[src/rtl/riscv_fetch_ctrl.sv]
// Instruction fetch controller: one outstanding memory request, a single-entry
// output buffer toward decode, and redirect handling that kills stale responses.
module riscv_fetch_ctrl #(
    parameter logic [31:0] RESET_PC = 32'h0000_0000
) (
    input  logic        clk,
    input  logic        rst,
    input  logic        br_i,
    input  logic [31:0] br_pc_i,
    input  logic        stall_i,
    output logic        imem_req_o,
    output logic [31:0] imem_addr_o,
    input  logic        imem_gnt_i,
    input  logic        imem_rvalid_i,
    input  logic [31:0] imem_rdata_i,
    output logic [31:0] pc_o,
    output logic        inst_valid_o,
    output logic [31:0] inst_o,
    output logic [31:0] inst_pc_o,
    output logic [31:0] inst_cnt_o
);

    typedef enum logic [1:0] {
        FETCH = 2'd0,
        WAIT  = 2'd1,
        OUT   = 2'd2
    } state_e;

    localparam logic [31:0] RESET_PC_AL = RESET_PC & ~32'd3;

    state_e      state_q;
    logic        kill_q;
    logic [31:0] pc_q;
    logic [31:0] inflight_pc_q;
    logic        inst_valid_q;
    logic [31:0] inst_q;
    logic [31:0] inst_pc_q;
    logic [31:0] inst_cnt_q;
    logic [31:0] pc_d;

    // A redirect always wins over the sequential +4 advance.
    always_comb begin
        pc_d = pc_q + 32'd4;
        if (br_i) begin
            pc_d = br_pc_i & ~32'd3;
        end
    end

    always_ff @(posedge clk) begin
        if (!rst) begin
            state_q       <= FETCH;
            kill_q        <= 1'b0;
            pc_q          <= RESET_PC_AL;
            inflight_pc_q <= 32'd0;
            inst_valid_q  <= 1'b0;
            inst_q        <= 32'd0;
            inst_pc_q     <= 32'd0;
            inst_cnt_q    <= 32'd0;
        end else begin
            case (state_q)
                FETCH: begin
                    if (imem_gnt_i) begin
                        inflight_pc_q <= pc_q;
                        pc_q          <= pc_d;
                        kill_q        <= br_i;
                        state_q       <= WAIT;
                    end else if (br_i) begin
                        pc_q <= pc_d;
                    end
                end
                WAIT: begin
                    if (br_i) begin
                        pc_q <= pc_d;
                    end
                    // A response that lands with a redirect, or after one, is stale.
                    if (imem_rvalid_i) begin
                        kill_q <= 1'b0;
                        if (kill_q || br_i) begin
                            state_q <= FETCH;
                        end else begin
                            inst_q       <= imem_rdata_i;
                            inst_pc_q    <= inflight_pc_q;
                            inst_valid_q <= 1'b1;
                            state_q      <= OUT;
                        end
                    end else if (br_i) begin
                        kill_q <= 1'b1;
                    end
                end
                OUT: begin
                    if (!stall_i) begin
                        inst_cnt_q <= inst_cnt_q + 32'd1;
                    end
                    if (br_i || !stall_i) begin
                        inst_valid_q <= 1'b0;
                        state_q      <= FETCH;
                    end
                    if (br_i) begin
                        pc_q <= pc_d;
                    end
                end
                default: begin
                    state_q <= FETCH;
                end
            endcase
        end
    end

    assign imem_req_o   = rst && (state_q == FETCH);
    assign imem_addr_o  = pc_q;
    assign pc_o         = pc_q;
    assign inst_valid_o = inst_valid_q;
    assign inst_o       = inst_q;
    assign inst_pc_o    = inst_pc_q;
    assign inst_cnt_o   = inst_cnt_q;

endmodule

[config.mk]
export PLATFORM = sky130hd
export DESIGN_NAME = riscv_fetch_ctrl
export DESIGN_NICKNAME = d
export VERILOG_FILES = /design/src/rtl/riscv_fetch_ctrl.sv
export SDC_FILE = /design/constraint.sdc
export NUM_CORES = 1
export LEC_CHECK = 0
export BUFFER_PORTS_ARGS = -buffer_cell sky130_fd_sc_hd__buf_2
export CAP_MARGIN = 0
export CORE_ASPECT_RATIO = 0.5
export CORE_MARGIN = 2
export CORE_UTILIZATION = 55
export DETAILED_ROUTE_END_ITERATION = 6
export HOLD_SLACK_MARGIN = 0.08
export PLACE_DENSITY = 0.95
export SETUP_SLACK_MARGIN = 0.2
export SYNTH_ARGS = -nofsm -noshare
export SYNTH_HDL_FRONTEND = slang
export SYNTH_SLANG_ARGS = --single-unit
[constraint.sdc]
create_clock -name clk -period 4.3 [get_ports clk]
set_clock_uncertainty 0.2 [all_clocks]
set_input_delay 0.215 -clock clk [delete_from_list [all_inputs] [get_ports clk]]
set_output_delay 0.215 -clock clk [all_outputs]
set_load 0.005 [all_outputs]
==> impl_metrics.ini <==
[power]
cellLeakagePower_uw = 0.00397
p_per_area_mw_per_mm2 = 374
max-vdd-ir-drop_v = 0.000260

[critical_path]
crit_type = reg2reg
r2r_start = state_q[0]
worstPathRequired_ns = 4.40
worstPathMaxFanout = 15
worstPathArrival_ns = 3.64
start_kind = register
ff2ff_path_depth = 7
critPathLaunch = state_q[0]
end_kind = register

[grt]
grt_usage = 0.343
grt_pass1_vias = 8041
grt_first_pass_wirelength_microns = 40200
grt_max_degree = 105
antenna_found_initial = 0
overflow = 0

[layout]
drive_gt1_frac = 0.238
diodes = 0
utilization = 0.722
fin_cells = 1359
area.growth.synth_to_final_pct = 29.3
layout.nets = 1246

[drt]
drtIter0Drc = 1548
avgViaCountPerCell = 6.36
route.top_layer_used = met4
wl_met2_microns = 11900
wl_met1_microns = 9680
drc = 69
wl_met3_microns = 2930
vias = 8641
drt_wl_total_microns = 26400
wl_per_cell_microns = 19.4
ant_nets = 0
first_pass_iters = 7

[logic_synthesis]
synth_seq_area_share = 0.438
synthArstFlopShare = 0
syn_nets = 1026
synthTopCellsByArea = dfxtp_1, nand2_1, a21oi_1
netlist.area_leader.share = 0.438
synth_common_cells = nand2_1, dfxtp_1, a21oi_1
synth_largest_area_cell = dfxtp_1
synth_seq_cells = 164
syn_avg_cell_area_sq_um = 7.89
synth_edf_count = 0
synth.distinct_cells = 65
synth_most_common_cell = nand2_1
synth.cell_area_sq_mm = 0.00750
yosys_warnings = 0
syn-instance-count = 950
ys.flop_type = dfxtp_1

[clock_network]
clkLatencyLatePin_ns = 0.41
cts_hold_buf = 68
cts_sinks = 164
clk_pin_slew_ns = 0.07
cts-buffers-inserted = 17
cts_setup_buffers = 0
h-tree-depth = 4
cts_buffer_depth = 2
cts-root-buf = clkbuf_16
tritoncts = done
ctsResizeCount = 0

[sta]
slew_viol_final = 0
finalSetupViolations = 0
fin_tns_setup_ns = 0
rsz0062_at_grt = false
hold_violations = 0
whs_ns = 0.0894
fin_crit_sh = 0.823
finalCriticalPeriod_ns = 3.54
worst_slew_pin_slew_ns = 1.25
timing.slew.headroom = 0.166
fmax_mhz = 283

[floorplan]
core-area_sq_mm = 0.0134
fp-row-count = 30
dieArea_sq_mm = 0.0146
io_pins = 232
die_w_microns = 169
die_h_microns = 86.6
start_util = 0.558

[job]
max-cap-violations = 0

[outcome]
status = finished with violations
violations = DRC

[worst_hold_path]
hold_depth = 3
hold_path_startpoint = br_pc_i[8]
hold_path.class = in2reg

[place]
placedCellCount = 1259
port_buffers = 229
dp_hpwl_microns = 14100
gp_congestion = 0.901
[metal layers]
metal	track usage	vias up
met3	0.0845	244
met1	0.412	3903
met4	0.210	0
met2	0.568	713
li1	-	3781
met5	0	-
[flip-flops by register name, indices dropped and copies added (netlist names)]
signal	cells
inst_o	32
state_q	2
inst_valid_o	1
inst_cnt_o	32
inflight_pc_q	32
imem_addr_o	32
inst_pc_o	32
kill_q	1
[through the flow]
stage / worst slack, ns / area (sq um) / total power, uW
after floorplan: 1.80 / 7500 / 1840
after global placement: 1.42 / 8400 / 1940
after detailed placement: 1.34 / 8400 / 1950
after CTS: 0.901 / 9700 / 3580
after global routing: 0.686 / 9700 / 3730
final: 0.761 / 9700 / 3630
[cell families after synthesis]
kind of cell,Yosys count,synth area share
AO/OA/AOI/OAI,244,0.198
XOR/XNOR,14,0.0164
adder cells (fa/ha/maj),6,0.0100
buffers and inverters,110,0.0724
flip-flops,164,0.438
multiplexers,6,0.00818
AND/OR/NAND/NOR,406,0.257
[where the power goes]
group	switching (uW)	internal, uW
clock network	684	937
registers	71.4	1560
logic	214	161
[worst max-delay path: stages (launching register included)]
cell	delay, ns
dfxtp_1	0.38
inv_1	0.09
ha_1	0.34
nand2b_1	0.43
or4_1	0.73
o311a_1	0.40
o31a_1	0.29
dlygate4sd3_1	0.56
[final cells by class]
type                       instances  area (sq um)
fill                             919          3740
multi-input combinational        676          3670
sequential                       164          3280
timing repair buffer             302          1860
clock buffer                      18           429
tap                              176           220
clock inverter                    14           189
inverter                           9          36.3
[layout by cell type, fill, tap and decap left out, types with 7 or more instances in the layout]
master         Yosys  layout
a31oi_1           11      11
and3_1            11      11
or3_1              8       8
or4_1             22      22
xor2_1             7       7
buf_2              7     229
nand2_1          234     233
o21ai_0           18      18
nand4_1           24      24
nor2b_1            7       7
xnor2_1            7       7
nand3_1           19      19
nor4_1            13      13
clkbuf_16          0      17
dfxtp_1          164     164
a22oi_1            9       9
o31ai_1           20      20
dlygate4sd3_1      0      68
nor2_1            31      31
inv_1              8       8
a21oi_1          137     137
[path summary, 6_finish.rpt]
kind | slack, ns | endpoint
max | 0.76 | imem_addr_o[21]
min | 0.09 | imem_addr_o[8]
max reg2reg | 0.76 | imem_addr_o[21]
min reg2reg | 0.24 | inst_pc_o[7]
Power figures use the tool's default switching activity.
